### src/rtl/master_burst_out_port_if.sv
// Bus bundle for the burst-capable serial master output port.
// The "master" modport is the port itself; the "slave" modport is the
// surrounding upstream logic, arbiter and slave side that drive its inputs.
interface master_burst_out_port_if #(
    parameter int SLAVE_LEN = 2,
    parameter int ADDR_LEN  = 12,
    parameter int DATA_LEN  = 8,
    parameter int LANES     = 1,
    parameter int BURST_W   = 4
);
    logic [SLAVE_LEN-1:0] slave_select;
    logic [1:0]           instruction;
    logic [ADDR_LEN-1:0]  address;
    logic [DATA_LEN-1:0]  data;
    logic [BURST_W-1:0]   burst_len;
    logic                 data_req;
    logic                 tx_done;
    logic                 tx_abort;
    logic                 slave_ready;
    logic                 arbiter_busy;
    logic                 bus_busy;
    logic                 approval_grant;
    logic                 master_ready;
    logic                 approval_request;
    logic [LANES-1:0]     tx_slave_select;
    logic                 master_valid;
    logic                 write_en;
    logic                 read_en;
    logic [LANES-1:0]     tx_address;
    logic [LANES-1:0]     tx_data;

    modport master (
        input  slave_select, instruction, address, data, burst_len,
        input  slave_ready, arbiter_busy, bus_busy, approval_grant,
        output data_req, tx_done, tx_abort, master_ready, approval_request,
        output tx_slave_select, master_valid, write_en, read_en, tx_address, tx_data
    );

    modport slave (
        output slave_select, instruction, address, data, burst_len,
        output slave_ready, arbiter_busy, bus_busy, approval_grant,
        input  data_req, tx_done, tx_abort, master_ready, approval_request,
        input  tx_slave_select, master_valid, write_en, read_en, tx_address, tx_data
    );
endinterface

### src/rtl/master_burst_out_port.sv
// Serial system-bus master output port: arbitrates, shifts slave select,
// address and write-burst data out LSB chunk first on LANES-wide lines,
// and aborts when the slave handshake stalls for TIMEOUT cycles.
module master_burst_out_port #(
    parameter int SLAVE_LEN = 2,
    parameter int ADDR_LEN  = 12,
    parameter int DATA_LEN  = 8,
    parameter int LANES     = 1,
    parameter int BURST_W   = 4,
    parameter int TIMEOUT   = 15
) (
    input  logic                     clk,
    input  logic                     reset,
    master_burst_out_port_if.master  bus
);
    // Chunk counts per field; top chunk of each field is zero-padded.
    localparam int S       = (SLAVE_LEN + LANES - 1) / LANES;
    localparam int A       = (ADDR_LEN + LANES - 1) / LANES;
    localparam int D       = (DATA_LEN + LANES - 1) / LANES;
    localparam int FIRST_N = (A > D) ? A : D;
    localparam int M       = (FIRST_N > S) ? FIRST_N : S;
    localparam int MAXW    = M * LANES;
    localparam int CW      = $clog2(M + 1);
    localparam int TW      = $clog2(TIMEOUT + 1);

    typedef enum logic [3:0] {
        IDLE, WAIT_ARB, TX_SELECT, WAIT_BUS, WAIT_APPROVAL, WAIT_HANDSHAKE,
        TX_FIRST, TX_BEAT, STALL, DONE, ABORT
    } state_t;

    state_t               state_r;
    logic [SLAVE_LEN-1:0] sel_r;
    logic                 rd_r;
    logic [ADDR_LEN-1:0]  addr_r;
    logic [BURST_W-1:0]   burst_r;
    logic [BURST_W-1:0]   beat_r;
    logic [DATA_LEN-1:0]  word_r;
    logic [CW-1:0]        cnt_r;
    logic [TW-1:0]        timer_r;

    logic                 data_req_r;
    logic                 tx_done_r;
    logic                 tx_abort_r;
    logic                 master_ready_r;
    logic                 approval_request_r;
    logic [LANES-1:0]     tx_slave_select_r;
    logic                 master_valid_r;
    logic                 write_en_r;
    logic                 read_en_r;
    logic [LANES-1:0]     tx_address_r;
    logic [LANES-1:0]     tx_data_r;

    logic [MAXW-1:0]      sel_ext_s;
    logic [MAXW-1:0]      addr_ext_s;
    logic [MAXW-1:0]      word_ext_s;
    logic [MAXW-1:0]      in_ext_s;
    logic [CW-1:0]        cnt_next_s;
    logic [CW-1:0]        first_last_s;
    logic                 beat_end_s;
    logic                 last_beat_s;

    // Chunk idx of a zero-extended field; chunks past the field read as zero.
    function automatic logic [LANES-1:0] chunk_at(input logic [MAXW-1:0] vec, input int idx);
        logic [LANES-1:0] res;
        res = {LANES{1'b0}};
        for (int b = 0; b < LANES; b++) begin
            if ((idx * LANES + b) < MAXW) begin
                res[b] = vec[idx * LANES + b];
            end
        end
        return res;
    endfunction

    assign sel_ext_s    = MAXW'(sel_r);
    assign addr_ext_s   = MAXW'(addr_r);
    assign word_ext_s   = MAXW'(word_r);
    assign in_ext_s     = MAXW'(bus.data);
    assign cnt_next_s   = cnt_r + CW'(1);
    assign first_last_s = rd_r ? CW'(A - 1) : CW'(FIRST_N - 1);
    assign last_beat_s  = rd_r | (beat_r == burst_r);

    // Flags the final chunk cycle of the address beat or of a data-only beat.
    always_comb begin
        beat_end_s = 1'b0;
        if (state_r == TX_FIRST) begin
            beat_end_s = (cnt_r == first_last_s);
        end else if (state_r == TX_BEAT) begin
            beat_end_s = (cnt_r == CW'(D - 1));
        end else begin
            beat_end_s = 1'b0;
        end
    end

    // Transfer FSM; every output is a register updated alongside the state.
    always_ff @(posedge clk) begin
        if (reset) begin
            state_r            <= IDLE;
            sel_r              <= {SLAVE_LEN{1'b0}};
            rd_r               <= 1'b0;
            addr_r             <= {ADDR_LEN{1'b0}};
            burst_r            <= {BURST_W{1'b0}};
            beat_r             <= {BURST_W{1'b0}};
            word_r             <= {DATA_LEN{1'b0}};
            cnt_r              <= {CW{1'b0}};
            timer_r            <= {TW{1'b0}};
            data_req_r         <= 1'b0;
            tx_done_r          <= 1'b0;
            tx_abort_r         <= 1'b0;
            master_ready_r     <= 1'b1;
            approval_request_r <= 1'b0;
            tx_slave_select_r  <= {LANES{1'b0}};
            master_valid_r     <= 1'b0;
            write_en_r         <= 1'b0;
            read_en_r          <= 1'b0;
            tx_address_r       <= {LANES{1'b0}};
            tx_data_r          <= {LANES{1'b0}};
        end else begin
            data_req_r <= 1'b0;
            tx_done_r  <= 1'b0;
            tx_abort_r <= 1'b0;
            case (state_r)
                IDLE: begin
                    if (bus.instruction[1]) begin
                        sel_r              <= bus.slave_select;
                        rd_r               <= bus.instruction[0];
                        addr_r             <= bus.address;
                        burst_r            <= bus.burst_len;
                        word_r             <= bus.data;
                        beat_r             <= {BURST_W{1'b0}};
                        data_req_r         <= 1'b1;
                        master_ready_r     <= 1'b0;
                        approval_request_r <= 1'b1;
                        state_r            <= WAIT_ARB;
                    end
                end
                WAIT_ARB: begin
                    if (!bus.arbiter_busy) begin
                        cnt_r             <= {CW{1'b0}};
                        tx_slave_select_r <= chunk_at(sel_ext_s, 0);
                        state_r           <= TX_SELECT;
                    end
                end
                TX_SELECT: begin
                    if (cnt_r == CW'(S - 1)) begin
                        tx_slave_select_r  <= {LANES{1'b0}};
                        approval_request_r <= 1'b0;
                        state_r            <= bus.bus_busy ? WAIT_BUS : WAIT_APPROVAL;
                    end else begin
                        cnt_r             <= cnt_next_s;
                        tx_slave_select_r <= chunk_at(sel_ext_s, int'(cnt_next_s));
                    end
                end
                WAIT_BUS: begin
                    if (!bus.bus_busy) begin
                        state_r <= WAIT_APPROVAL;
                    end
                end
                WAIT_APPROVAL: begin
                    // A grant in the same cycle as bus_busy still wins.
                    if (bus.approval_grant) begin
                        master_valid_r <= 1'b1;
                        write_en_r     <= ~rd_r;
                        read_en_r      <= rd_r;
                        timer_r        <= {TW{1'b0}};
                        state_r        <= WAIT_HANDSHAKE;
                    end else if (bus.bus_busy) begin
                        approval_request_r <= 1'b1;
                        state_r            <= WAIT_ARB;
                    end
                end
                WAIT_HANDSHAKE, STALL: begin
                    if (bus.slave_ready) begin
                        cnt_r <= {CW{1'b0}};
                        if (state_r == WAIT_HANDSHAKE) begin
                            tx_address_r <= chunk_at(addr_ext_s, 0);
                            tx_data_r    <= rd_r ? {LANES{1'b0}} : chunk_at(word_ext_s, 0);
                            state_r      <= TX_FIRST;
                        end else begin
                            word_r       <= bus.data;
                            tx_address_r <= {LANES{1'b0}};
                            tx_data_r    <= chunk_at(in_ext_s, 0);
                            data_req_r   <= 1'b1;
                            beat_r       <= beat_r + BURST_W'(1);
                            state_r      <= TX_BEAT;
                        end
                    end else if (timer_r == TW'(TIMEOUT - 1)) begin
                        tx_abort_r     <= 1'b1;
                        master_valid_r <= 1'b0;
                        write_en_r     <= 1'b0;
                        read_en_r      <= 1'b0;
                        tx_address_r   <= {LANES{1'b0}};
                        tx_data_r      <= {LANES{1'b0}};
                        state_r        <= ABORT;
                    end else begin
                        timer_r <= timer_r + TW'(1);
                    end
                end
                TX_FIRST, TX_BEAT: begin
                    if (beat_end_s) begin
                        if (last_beat_s) begin
                            tx_done_r      <= 1'b1;
                            master_valid_r <= 1'b0;
                            write_en_r     <= 1'b0;
                            read_en_r      <= 1'b0;
                            tx_address_r   <= {LANES{1'b0}};
                            tx_data_r      <= {LANES{1'b0}};
                            state_r        <= DONE;
                        end else if (bus.slave_ready) begin
                            cnt_r        <= {CW{1'b0}};
                            word_r       <= bus.data;
                            tx_address_r <= {LANES{1'b0}};
                            tx_data_r    <= chunk_at(in_ext_s, 0);
                            data_req_r   <= 1'b1;
                            beat_r       <= beat_r + BURST_W'(1);
                            state_r      <= TX_BEAT;
                        end else begin
                            // Serial lines carry nothing while stalled.
                            timer_r      <= {TW{1'b0}};
                            tx_address_r <= {LANES{1'b0}};
                            tx_data_r    <= {LANES{1'b0}};
                            state_r      <= STALL;
                        end
                    end else begin
                        cnt_r        <= cnt_next_s;
                        tx_address_r <= (state_r == TX_FIRST) ? chunk_at(addr_ext_s, int'(cnt_next_s))
                                                              : {LANES{1'b0}};
                        tx_data_r    <= rd_r ? {LANES{1'b0}} : chunk_at(word_ext_s, int'(cnt_next_s));
                    end
                end
                DONE, ABORT: begin
                    master_ready_r <= 1'b1;
                    state_r        <= IDLE;
                end
                default: begin
                    master_ready_r     <= 1'b1;
                    approval_request_r <= 1'b0;
                    master_valid_r     <= 1'b0;
                    write_en_r         <= 1'b0;
                    read_en_r          <= 1'b0;
                    state_r            <= IDLE;
                end
            endcase
        end
    end

    assign bus.data_req         = data_req_r;
    assign bus.tx_done          = tx_done_r;
    assign bus.tx_abort         = tx_abort_r;
    assign bus.master_ready     = master_ready_r;
    assign bus.approval_request = approval_request_r;
    assign bus.tx_slave_select  = tx_slave_select_r;
    assign bus.master_valid     = master_valid_r;
    assign bus.write_en         = write_en_r;
    assign bus.read_en          = read_en_r;
    assign bus.tx_address       = tx_address_r;
    assign bus.tx_data          = tx_data_r;
endmodule

### src/flat_wrapper.sv
// flat-port wrapper written by rule: the top's interface ports become plain ports
module master_burst_out_port_flat 
#(
    parameter int SLAVE_LEN = 2,
    parameter int ADDR_LEN  = 12,
    parameter int DATA_LEN  = 8,
    parameter int LANES     = 1,
    parameter int BURST_W   = 4,
    parameter int TIMEOUT   = 15
)
  (clk, reset, bus_slave_select, bus_instruction, bus_address, bus_data, bus_burst_len, bus_slave_ready, bus_arbiter_busy, bus_bus_busy, bus_approval_grant, bus_data_req, bus_tx_done, bus_tx_abort, bus_master_ready, bus_approval_request, bus_tx_slave_select, bus_master_valid, bus_write_en, bus_read_en, bus_tx_address, bus_tx_data);
  master_burst_out_port_if #(.SLAVE_LEN(SLAVE_LEN), .ADDR_LEN(ADDR_LEN), .DATA_LEN(DATA_LEN), .LANES(LANES), .BURST_W(BURST_W)) bus_i ();
  input  logic clk;
  input  logic reset;
  input wire logic [$bits(bus_i.slave_select)-1:0] bus_slave_select;
  input wire logic [$bits(bus_i.instruction)-1:0] bus_instruction;
  input wire logic [$bits(bus_i.address)-1:0] bus_address;
  input wire logic [$bits(bus_i.data)-1:0] bus_data;
  input wire logic [$bits(bus_i.burst_len)-1:0] bus_burst_len;
  input wire logic [$bits(bus_i.slave_ready)-1:0] bus_slave_ready;
  input wire logic [$bits(bus_i.arbiter_busy)-1:0] bus_arbiter_busy;
  input wire logic [$bits(bus_i.bus_busy)-1:0] bus_bus_busy;
  input wire logic [$bits(bus_i.approval_grant)-1:0] bus_approval_grant;
  output wire logic [$bits(bus_i.data_req)-1:0] bus_data_req;
  output wire logic [$bits(bus_i.tx_done)-1:0] bus_tx_done;
  output wire logic [$bits(bus_i.tx_abort)-1:0] bus_tx_abort;
  output wire logic [$bits(bus_i.master_ready)-1:0] bus_master_ready;
  output wire logic [$bits(bus_i.approval_request)-1:0] bus_approval_request;
  output wire logic [$bits(bus_i.tx_slave_select)-1:0] bus_tx_slave_select;
  output wire logic [$bits(bus_i.master_valid)-1:0] bus_master_valid;
  output wire logic [$bits(bus_i.write_en)-1:0] bus_write_en;
  output wire logic [$bits(bus_i.read_en)-1:0] bus_read_en;
  output wire logic [$bits(bus_i.tx_address)-1:0] bus_tx_address;
  output wire logic [$bits(bus_i.tx_data)-1:0] bus_tx_data;
  assign bus_i.slave_select = bus_slave_select;
  assign bus_i.instruction = bus_instruction;
  assign bus_i.address = bus_address;
  assign bus_i.data = bus_data;
  assign bus_i.burst_len = bus_burst_len;
  assign bus_i.slave_ready = bus_slave_ready;
  assign bus_i.arbiter_busy = bus_arbiter_busy;
  assign bus_i.bus_busy = bus_bus_busy;
  assign bus_i.approval_grant = bus_approval_grant;
  assign bus_data_req = bus_i.data_req;
  assign bus_tx_done = bus_i.tx_done;
  assign bus_tx_abort = bus_i.tx_abort;
  assign bus_master_ready = bus_i.master_ready;
  assign bus_approval_request = bus_i.approval_request;
  assign bus_tx_slave_select = bus_i.tx_slave_select;
  assign bus_master_valid = bus_i.master_valid;
  assign bus_write_en = bus_i.write_en;
  assign bus_read_en = bus_i.read_en;
  assign bus_tx_address = bus_i.tx_address;
  assign bus_tx_data = bus_i.tx_data;
  master_burst_out_port #(.SLAVE_LEN(SLAVE_LEN), .ADDR_LEN(ADDR_LEN), .DATA_LEN(DATA_LEN), .LANES(LANES), .BURST_W(BURST_W), .TIMEOUT(TIMEOUT)) u_core (.clk(clk), .reset(reset), .bus(bus_i));
endmodule
### config.mk
export PLATFORM = sky130hd
export DESIGN_NAME = master_burst_out_port_flat
export DESIGN_NICKNAME = d
export VERILOG_FILES = /design/src/rtl/master_burst_out_port_if.sv /design/src/rtl/master_burst_out_port.sv /design/src/flat_wrapper.sv
export SDC_FILE = /design/constraint.sdc
export NUM_CORES = 1
export LEC_CHECK = 0
export CORE_MARGIN = 1
export CORE_UTILIZATION = 40
export CTS_BUF_LIST = sky130_fd_sc_hd__clkbuf_4
export CTS_CLUSTER_SIZE = 8
export DETAILED_ROUTE_END_ITERATION = 8
export PLACE_DENSITY = 0.64
export SETUP_SLACK_MARGIN = 0.4
export SKIP_CTS_REPAIR_TIMING = 1
export SLEW_MARGIN = 10
export SYNTH_ARGS = -nofsm -noshare
export SYNTH_HDL_FRONTEND = slang
export SYNTH_SLANG_ARGS = --single-unit
### constraint.sdc
create_clock -name clk -period 2.4 [get_ports clk]
set_clock_uncertainty 0.2 [all_clocks]
set_input_delay 0.72 -clock clk [delete_from_list [all_inputs] [get_ports clk]]
set_output_delay 0.72 -clock clk [all_outputs]
set_load 0.005 [all_outputs]
## Yosys cells after proc, flatten, opt, wreduce, memory -nomap -nowiden

Index checks and enable logic that the tools add are counted.

- Register bits: 54
- Input bits: 34
- Output and inout port bits: 11
- Word-level logic and storage cells: 186

- Add/sub/neg operators: 3
- Magnitude comparators: 2
- Equal/unequal tests: 36
- Multiplexer cells: 94
- Bitwise gates (word level): 8
- Reductions and logical operators: 23

Operators by type and width:

| kind | number |
|---|---|
| $mux W4 | 28 |
| $mux W8 | 6 |
| $mux W1 | 42 |
| $ne A2 B2 Y1 const B | 14 |
| $pmux W4 S7 | 1 |
| $pmux W4 S3 | 2 |
| $pmux W8 S3 | 1 |
| $reduce_and A7 Y1 | 3 |
| $eq A4 B3 Y1 const B | 5 |
| $eq A4 B4 Y1 const B | 5 |
| $pmux W1 S4 | 4 |
| $pmux W4 S4 | 1 |
| $reduce_or A8 Y1 | 2 |
| $add A4 B1 Y4 const B | 3 |
| $bmux W1 S4 | 3 |
| $eq A4 B1 Y1 const B | 2 |
| $eq A4 B2 Y1 const B | 2 |
| $ne A2 B1 Y1 const B | 4 |
| $pmux W1 S2 | 4 |
| $reduce_and A2 Y1 | 4 |
| $not A1 Y1 | 7 |
| $ne A3 B3 Y1 const B | 2 |
| $reduce_and A6 Y1 | 1 |
| $reduce_bool A3 Y1 | 2 |
| 15 further kinds | 18 |

## Logic depth before layout (Yosys ltp)

Gate-level depths: netlist of the first run.

- Depth after elaboration: 7
- Depth in mapped cells: 8
- Depth with buffers taken out: 7

## Worst setup path before layout of the first run

No wires, ideal clock.

- Kind: register -> register
- From: register u_core.cnt_r[1]
- To: register u_core.tx_data_r (netlist: u_core.bus.tx_data)
- Data arrival time: 1941 ps
- Required time: 2071 ps
- Setup slack: 130 ps
- Stages on the path, launching flop included: 9
- Buffers on the path: 1
- Clock period less this slack: 2270 ps
- Cell sequence: dfxtp_1 > inv_1 > ha_1 > clkbuf_1 > mux4_2 > mux2_2 > and4_1 > a211oi_1 > a21oi_1

- Word-level cells in the longest chain between the ends: 7
- Elaborated cells on any way between the ends: 12
- Those cells by class: 1 x add/sub; 1 x order compare; 2 x eq/ne; 8 x mux

Ends and longest elaborated chain:

| item | line | RTL |
|---|---|---|
| start, declared | master_burst_out_port.sv:38 | `logic [CW-1:0] cnt_r;` |
| start signal, assigned | master_burst_out_port.sv:104 | `cnt_r <= {CW{1'b0}};` |
| start signal, assigned | master_burst_out_port.sv:138 | `cnt_r <= {CW{1'b0}};` |
| start signal, assigned | master_burst_out_port.sv:149 | `cnt_r <= cnt_next_s;` |
| $add A4 B1 Y4 | master_burst_out_port.sv:78 | `assign cnt_next_s = cnt_r + CW'(1);` |
| $bmux W1 S4 | master_burst_out_port.sv:68 | `res[b] = vec[idx * LANES + b];` |
| $mux W1 (implied by the code) | master_burst_out_port.sv:68 |  |
| $mux W1 | master_burst_out_port.sv:67 | `if ((idx * LANES + b) < MAXW) begin` |
| $mux W1 | master_burst_out_port.sv:227 | `tx_data_r <= rd_r ? {LANES{1'b0}} : chunk_at(word_ext_s, int'(cnt_next_s));` |
| $mux W1 (*) | master_burst_out_port.sv:199 | `if (beat_end_s) begin` |
| $pmux W1 S2 (*) | master_burst_out_port.sv:121 | `case (state_r)` |
| end signal, assigned | master_burst_out_port.sv:206 | `tx_data_r <= {LANES{1'b0}};` |
| end signal, assigned | master_burst_out_port.sv:212 | `tx_data_r <= chunk_at(in_ext_s, 0);` |
| end signal, assigned | master_burst_out_port.sv:227 |  |
| end, declared | master_burst_out_port.sv:51 | `logic [LANES-1:0] tx_data_r;` |

Every way passes the cells marked *; elsewhere a longest branch is shown, timed or not. The select of a mux whose other input is x is not followed.
A chain may end at the register's enable or synchronous reset.

## Worst setup path in the final report of the first run

- From: register u_core.cnt_r[1]
- To: register u_core.word_r[7]

- Word-level cells in the longest chain between the ends: 5
- Elaborated cells on any way between the ends: 6
- Those cells by class: 3 x eq/ne; 2 x mux; 1 x reduce/logical

Ends and longest elaborated chain:

| item | line | RTL |
|---|---|---|
| $eq A4 B3 Y1 | master_burst_out_port.sv:88 | `beat_end_s = (cnt_r == CW'(D - 1));` |
| $mux W1 | master_burst_out_port.sv:87 | `end else if (state_r == TX_BEAT) begin` |
| $mux W1 (*) | master_burst_out_port.sv:85 | `if (state_r == TX_FIRST) begin` |
| $ne A2 B1 Y1 (no source line) (*) | -- |  |
| $reduce_and A7 Y1 (no source line) (*) | -- |  |
| end signal, assigned | master_burst_out_port.sv:103 | `word_r <= {DATA_LEN{1'b0}};` |
| end signal, assigned | master_burst_out_port.sv:128 | `word_r <= bus.data;` |
| end signal, assigned | master_burst_out_port.sv:179 | `word_r <= bus.data;` |
| end, declared | master_burst_out_port.sv:37 | `logic [DATA_LEN-1:0] word_r;` |

Every way passes the cells marked *; elsewhere a longest branch is shown, timed or not.

==> summary.txt, run 1 <==
Status
  • Status: finished clean

Job
  • Max_cap viols: 0

Clock tree
  • Sink Count: 54
  • Clk root buf: clkbuf_4
  • Max Root-Sink Buffers: 2
  • Clock slew at reported path FFs: 0.18 ns
  • H-tree depth: 2
  • Skew-Pair Late Insertion Delay: 0.40 ns
  • TritonCTS clock tree: yes
  • TritonCTS Buffers: 5

Route
  • Via-to-Cell Ratio: 5.881
  • Detailed-route wire length: 10990 µm
  • First-pass DRT Iterations: 5
  • DR DRC count: 0
  • Via Count: approximately 3700
  • Iteration-0 DRC Markers: 380
  • Wire per inst: 17.64 µm
  • Antenna viol nets, final: 0

Logic synthesis
  • Async set or reset register ratio after synthesis: 0%
  • Synth unique cells: 74
  • Post-synth EDFFs: 0
  • Post-Synthesis Cells: just over 400
  • Post-Syn Nets: 448
  • Cell Area, Synth: 3378 µm²
  • #FFs+latches synth: 54
  • Syn. warnings: 0
  • Syn_area_per_cell: 8.260 µm²
  • Top_reg_cell synth: dfxtp_1
  • Sequential share of the synthesized area: 32.00%

Worst hold path
  • Hold WC Path Type: flip-flop to flip-flop

Cells and area
  • # diodes: 0
  • Fillcell total: 694
  • Design area: 5102 µm²
  • Net count, final: between 500 and 600
  • Most common cell after layout, fill and taps aside: buf_4
  • Most frequent cells in the layout: 69 x buf_4, 61 x nand2_1, 39 x a21oi_1, 35 x dfxtp_1, 31 x clkdlybuf4s50_1
  • Share of post-route cells with drive strength above 1: about two fifths
  • P&R area growth vs syn: 51.04%

Critical path
  • Crit Path Class: flip-flop to flip-flop
  • Crit path DAT: 2.28 ns
  • Worst-path fanout max: 6
  • Critical Path Sink Type: flip-flop
  • Req. time, crit path: 2.48 ns
  • CP Launch Type: flip-flop

Global routing
  • GRT Resource Usage Total: 23.13%
  • First-pass GRT wire length: 15960 µm
  • Largest net degree at the start of global routing: 22
  • Vias in the first global route: 3276
  • Grt total ovfl: 0
  • Initial antenna violation count: 0

Die
  • Core Rows: 33
  • I/O Pins: 45
  • Initial Util: 41.32%
  • Chip height: 93.90 µm
  • Core Region: 8175 µm²
  • Die area: 8817 µm²
  • Die X: 93.90 µm

Placement
  • Placed Area: 4293 µm²
  • DP HPWL: about 7400 µm
  • Port Buffer Count: 44
  • RePlAce Congestion: 0.8694

STA
  • RSZ-0062 raised after global routing: yes
  • Slew HR: 68.15%
  • Tcrit/Tclk final: 91.42%
  • Final count of pins violating max slew: 0
  • Tightest Pin Transition: 0.4757 ns
  • Setup-failing EPs final: 0
  • Min Tclk post-route: 2.194 ns
  • Final hold vios: 0
  • Max frequency: 455.8 MHz

Power
  • Total chip power: around 4.4 mW
  • Worst IR Drop VDD: 0.7492 mV
  • PwrDens: between 800 and 900 nW/µm²
  • Clock Power Share: 10.1%
  • Comb pwr share: between 60% and 70%
  • Cell internal pwr: around 2.5 mW
  • NetSw: 1.905 mW
  • Flop pwr share: between 20% and 30%
  • Switching part of the total power: 42.88%
  • Lkg Pwr: 2.043 nW
cell families (layout without fill, tap and decap cells):
family | Yosys count | after routing | synth area share, %
flops | 54 | 54 | 32.00
buf+inv | 45 | 154 | 6.481
fa+ha+maj | 5 | 5 | 1.852
compound gates | 130 | 130 | 26.63
xor+xnor | 6 | 6 | 1.556
simple gates | 153 | 153 | 24.81
mux | 16 | 16 | 6.667
critical path, stage by stage, from the launching register on:
cell,delay (ns)
dfxtp_2,0.38
buf_6,0.10
ha_4,0.20
nand4b_4,0.13
o211ai_4,0.30
o221ai_4,0.24
buf_12,0.21
o31ai_2,0.24
a21oi_1,0.11
path summary, 6_finish.rpt:
path                                     startpoint                                 to  slack [ns]  cells after the start
setup / recovery       u_core.cnt_r[1]$_SDFFE_PP0P_      u_core.word_r[7]$_SDFFE_PP0P_        0.21                      8
hold / removal    u_core.addr_ext_s[1]$_SDFFE_PP0P_  u_core.addr_ext_s[1]$_SDFFE_PP0P_        0.27                      2
setup reg to reg       u_core.cnt_r[1]$_SDFFE_PP0P_      u_core.word_r[7]$_SDFFE_PP0P_        0.21                      8
hold reg to reg   u_core.addr_ext_s[1]$_SDFFE_PP0P_  u_core.addr_ext_s[1]$_SDFFE_PP0P_        0.27                      2
cell type report:
class | instances | area [µm²] | area share [%]
clock inverter | 3 | 22.52 | 0.4414
clock buffer | 5 | 37.54 | 0.7357
sequential | 54 | 1117 | 21.90
timing repair buffer | 134 | 1256 | 24.62
inverter | 12 | 45.04 | 0.8828
multi-input combinational | 310 | 2492 | 48.85
tap | 105 | 131.4 | 2.575
power by group through the flow:
stage | sequential, mW | combinational, mW | clock [mW]
after floorplan | 1.20 | 1.31 | 0
after global placement | 1.27 | 2.03 | 0
after detailed placement | 1.28 | 2.06 | 0
after CTS | 1.26 | 2.07 | 0.457
after global routing | 1.32 | 2.88 | 0.495
final | 1.30 | 2.69 | 0.447
cell usage after synthesis (all sizes together) (5+ instances only):
| library cell | count | area (µm²) |
|---|---|---|
| nand2 | 62 | 232.7 |
| ha | 5 | 62.56 |
| nor2 | 16 | 62.56 |
| a211oi | 5 | 37.54 |
| nor4 | 5 | 37.53 |
| dfxtp | 54 | 1081 |
| nand4 | 12 | 75.07 |
| or3 | 7 | 43.79 |
| mux2i | 9 | 90.09 |
| inv | 12 | 45.04 |
| a21oi | 48 | 240.2 |
| a31oi | 9 | 62.56 |
| clkbuf | 16 | 61.30 |
| buf | 17 | 112.6 |
| xor2 | 5 | 43.79 |
| nand2b | 6 | 37.54 |
| mux4 | 5 | 112.6 |
| o21ai | 21 | 105.1 |
| o31ai | 12 | 90.09 |
| nor3 | 8 | 50.05 |
| nand3 | 7 | 35.03 |
flip-flops by register name, summed over array words and instances (netlist names):
| signal | cells |
|---|---|
| u_core.addr_ext_s | 12 |
| u_core.beat_r | 4 |
| u_core.burst_r | 4 |
| u_core.bus.approval_request | 1 |
| u_core.bus.data_req | 1 |
| u_core.bus.master_ready | 1 |
| u_core.bus.master_valid | 1 |
| u_core.bus.read_en | 1 |
| u_core.bus.tx_abort | 1 |
| u_core.bus.tx_address | 1 |
| u_core.bus.tx_data | 1 |
| u_core.bus.tx_done | 1 |
| u_core.bus.tx_slave_select | 1 |
| u_core.bus.write_en | 1 |
| u_core.cnt_r | 4 |
| u_core.rd_r | 1 |
| u_core.sel_r | 2 |
| u_core.state_r | 4 |
| u_core.timer_r | 4 |
| u_core.word_r | 8 |
layer usage:
layer,up-vias,track usage [%],wire length [µm]
met5,-,0,0
met1,1770,31.24,4759
li1,1724,-,-
met4,0,8.846,232
met3,23,3.317,601
met2,147,37.10,5398
stage by stage:
stage | worst slack [ns] | cells | hold WS [ns] | util (%) | setup TNS, ns
after floorplan | 0.3342 | 409 | 0.2331 | - | 0
after global placement | -0.2755 | 585 | 0.2421 | 52.51 | -4.947
after detailed placement | -0.3087 | 585 | 0.2447 | 52.51 | -5.795
after CTS | 0.02296 | 593 | 0.2659 | 53.24 | 0
after global routing | 0.1292 | 623 | 0.2808 | 62.41 | 0
final | 0.2059 | 623 | 0.2659 | 62.41 | 0
Power figures use the tool's default switching activity.
==> run 2: changes to the inputs <==
--- a/config.mk
+++ b/config.mk
@@ -6,11 +6,12 @@
 export NUM_CORES = 1
 export LEC_CHECK = 0
 export CORE_MARGIN = 1
-export CORE_UTILIZATION = 40
+export CORE_UTILIZATION = 28
 export CTS_BUF_LIST = sky130_fd_sc_hd__clkbuf_4
 export CTS_CLUSTER_SIZE = 8
 export DETAILED_ROUTE_END_ITERATION = 8
-export PLACE_DENSITY = 0.64
+export GPL_ROUTABILITY_DRIVEN = 0
+export PLACE_DENSITY = 0.49
 export SETUP_SLACK_MARGIN = 0.4
 export SKIP_CTS_REPAIR_TIMING = 1
 export SLEW_MARGIN = 10
==> summary.txt, run 2 (synthesis results as in run 1) <==
Die
  • Core Region: 11560 µm² (+41%)
  • Die area: 12510 µm² (+42%)
  • I/O Pins: 45 (unchanged)
  • Die X: 111.8 µm (+19%)
  • Initial Util: 29.21% (-12 points)
  • Chip height: 111.8 µm (+19%)
  • Core Rows: 39 (+18%)

Worst hold path
  • Hold Path Origin: u_core.addr_ext_s[2]$_SDFFE_PP0P_
  • Hold Path Depth: 2 (unchanged)
  • Hold path endpoint: u_core.addr_ext_s[2]$_SDFFE_PP0P_
  • Hold WC Path Type: flip-flop to flip-flop

Critical path
  • CP Launch Type: flip-flop
  • Crit-path cells: buf_6 > mux4_2 > mux2_2 > and4_1 > a211oi_2 > buf_4 > a21oi_1
  • Req. time, crit path: 2.51 ns (+0.03 ns)
  • Crit. Startpoint: u_core.cnt_r[0]$_SDFFE_PP0P_
  • R2R cell count: 7 (-1)
  • CP peak stage delay: 0.53 ns (+0.15 ns)
  • Critical Path Sink Type: flip-flop
  • Top delay family on crit path: multiplexers
  • Worst path buffer plus inverter count: 2 (unchanged)
  • R2r startpoint: u_core.cnt_r[0]$_SDFFE_PP0P_
  • R2R Setup Slk: 0.18 ns (-0.03 ns)
  • Crit path DAT: 2.33 ns (+0.05 ns)
  • Reg2reg end: u_core.bus.tx_data$_SDFFE_PP0P_
  • Worst-path fanout max: 5 (-1)
  • Crit Path Class: flip-flop to flip-flop
  • Worst path slowest cell: mux4_2

Route
  • Iteration-0 DRC Markers: 215 (-43%)
  • First-pass DRT Iterations: 6 (+1)
  • Detailed-route wire length: 10950 µm (-0.35%)
  • Wire per inst: 16.88 µm (-4.3%)
  • DR DRC count: 1 (+1)
  • Antenna viol nets, final: 0 (unchanged)
  • Via-to-Cell Ratio: 5.368 (-8.7%)
  • Via Count: 3484 (-4.9%)

STA
  • Tcrit/Tclk final: 92.59% (+1.2 points)
  • Final count of pins violating max slew: 0 (unchanged)
  • Setup_tns: 0 ns (unchanged)
  • Max frequency: 450.0 MHz (-1.3%)
  • Setup ws final: 0.1779 ns (-0.02795 ns)
  • Slew HR: 71.86% (+3.7 points)
  • Tightest Pin Transition: 0.4216 ns (-0.05415 ns)
  • Min Tclk post-route: 2.222 ns (+0.02795 ns)
  • Final hold vios: 0 (unchanged)
  • Hold WS: 0.2658 ns (-0.0001370 ns)
  • Setup-failing EPs final: 0 (unchanged)
  • RSZ-0062 raised after global routing: yes

Clock tree
  • Max Root-Sink Buffers: 2 (unchanged)
  • Clock slew at reported path FFs: 0.17 ns (about the same)
  • TritonCTS Buffers: 5 (unchanged)
  • TritonCTS clock tree: yes
  • Clk root buf: clkbuf_4
  • H-tree depth: 2 (unchanged)
  • Sink Count: 54 (unchanged)
  • Skew-Pair Late Insertion Delay: 0.40 ns (about the same)

Power
  • Cell internal pwr: 2.402 mW (-5.3%)
  • Worst IR Drop VDD: 0.4345 mV (-42%)
  • Lkg Pwr: 1.997 nW (-2.3%)
  • Flop pwr share: 31.0% (+1.7 points)
  • PwrDens: 845.8 nW/µm² (-2.8%)
  • Clock Power Share: 10.3% (+0.2 points)
  • Switching part of the total power: 42.71% (-0.17 points)
  • Comb pwr share: 58.7% (-1.9 points)
  • NetSw: 1.791 mW (-6.0%)

Cells and area
  • Most common cell after layout, fill and taps aside: buf_4
  • Max FFs per register: 12 (unchanged)
  • Final Util: 42.86% (-20 points)
  • Non-filler cells, final: 649 (+4.2%)
  • Share of post-route cells with drive strength above 1: 34.26% (-4.0 points)
  • Net count, final: 543 (-2.3%)
  • Most frequent cells in the layout: 63 x buf_4, 62 x nand2_1, 46 x a21oi_1, 34 x dfxtp_1, 29 x clkdlybuf4s50_1
  • P&R area growth vs syn: 46.74%

Placement
  • Post-placement worst setup slack: -0.3648 ns (-0.05610 ns)
  • DP HPWL: 7900 µm (+7.1%)
  • Placed insts: 623 (+6.5%)
  • Port Buffer Count: 44 (unchanged)

Global routing
  • Grt total ovfl: 0 (unchanged)
  • GRT Resource Usage Total: 16.80% (-6.3 points)
  • Vias in the first global route: 3175 (-3.1%)
  • Initial antenna violation count: 1 (+1)
  • First-pass GRT wire length: 16640 µm (+4.3%)
  • Largest net degree at the start of global routing: 27 (+23%)

Status
  • Status: finished, violations left
  • Failing checks: design-rule violations

Job
  • Max_cap viols: 0 (unchanged)
[run 2: cell count changes in the layout (fill, tap and decap cells not counted), sizes merged]
cell	delta
buf	-13
clkbuf	+1
clkdlybuf4s50	-2
clkinv	+1
diode	+1
dlymetal6s2s	+2
inv	-2
[run 2: worst register-to-register path, stage by stage (launching register included)]
cell and delay, ns:
dfxtp_4 0.44, buf_6 0.15, mux4_2 0.53, mux2_2 0.28, and4_1 0.17, a211oi_2 0.17, buf_4 0.15, a21oi_1 0.05
[run 2: area by class of cell]
type                            instances  area (µm²)
Antenna cell                            1       2.502
Clock buffer                            6       45.04
Clock inverter                          2       8.758
Fill cell                            1153        6608
Inverter                               12       45.04
Multi-Input combinational cell        310        2427
Sequential cell                        54        1119
Tap cell                              143       178.9
Timing Repair Buffer                  121        1131
[run 2: how the worst max path moves through the flow]
stage | endpoint | cells after the start
floorplan | u_core.timer_r[1]$_SDFFE_PP0P_ | 5
global placement | u_core.bus.read_en$_SDFFE_PP0P_ | 7
detailed placement | u_core.bus.read_en$_SDFFE_PP0P_ | 7
CTS | u_core.bus.tx_address$_SDFFE_PP0P_ | 7
global route | u_core.bus.tx_data$_SDFFE_PP0P_ | 9
finish | u_core.bus.tx_data$_SDFFE_PP0P_ | 7
[run 2: stage by stage]
stage	power [mW]	cell area (µm²)
after floorplan	2.504	3438
after global placement	3.281	4328
after detailed placement	3.294	4328
after CTS	3.731	4382
after global routing	4.473	4957
final	4.193	4957
[run 2: routing by layer]
layer | GRT usage, % | wire length [µm]
met1 | 23.12 | 5057
met2 | 27.29 | 5107
met5 | 0 | 0
met3 | 2.450 | 535
met4 | 4.685 | 253
[run 2: power by group through the flow]
stage                     combinational (mW)  clock [mW]  sequential, mW
after global placement                  2.02           0            1.26
after global routing                    2.67       0.481            1.32
final                                   2.46       0.433            1.30
after CTS                               2.04       0.445            1.25
after detailed placement                2.03           0            1.27
after floorplan                         1.31           0            1.20
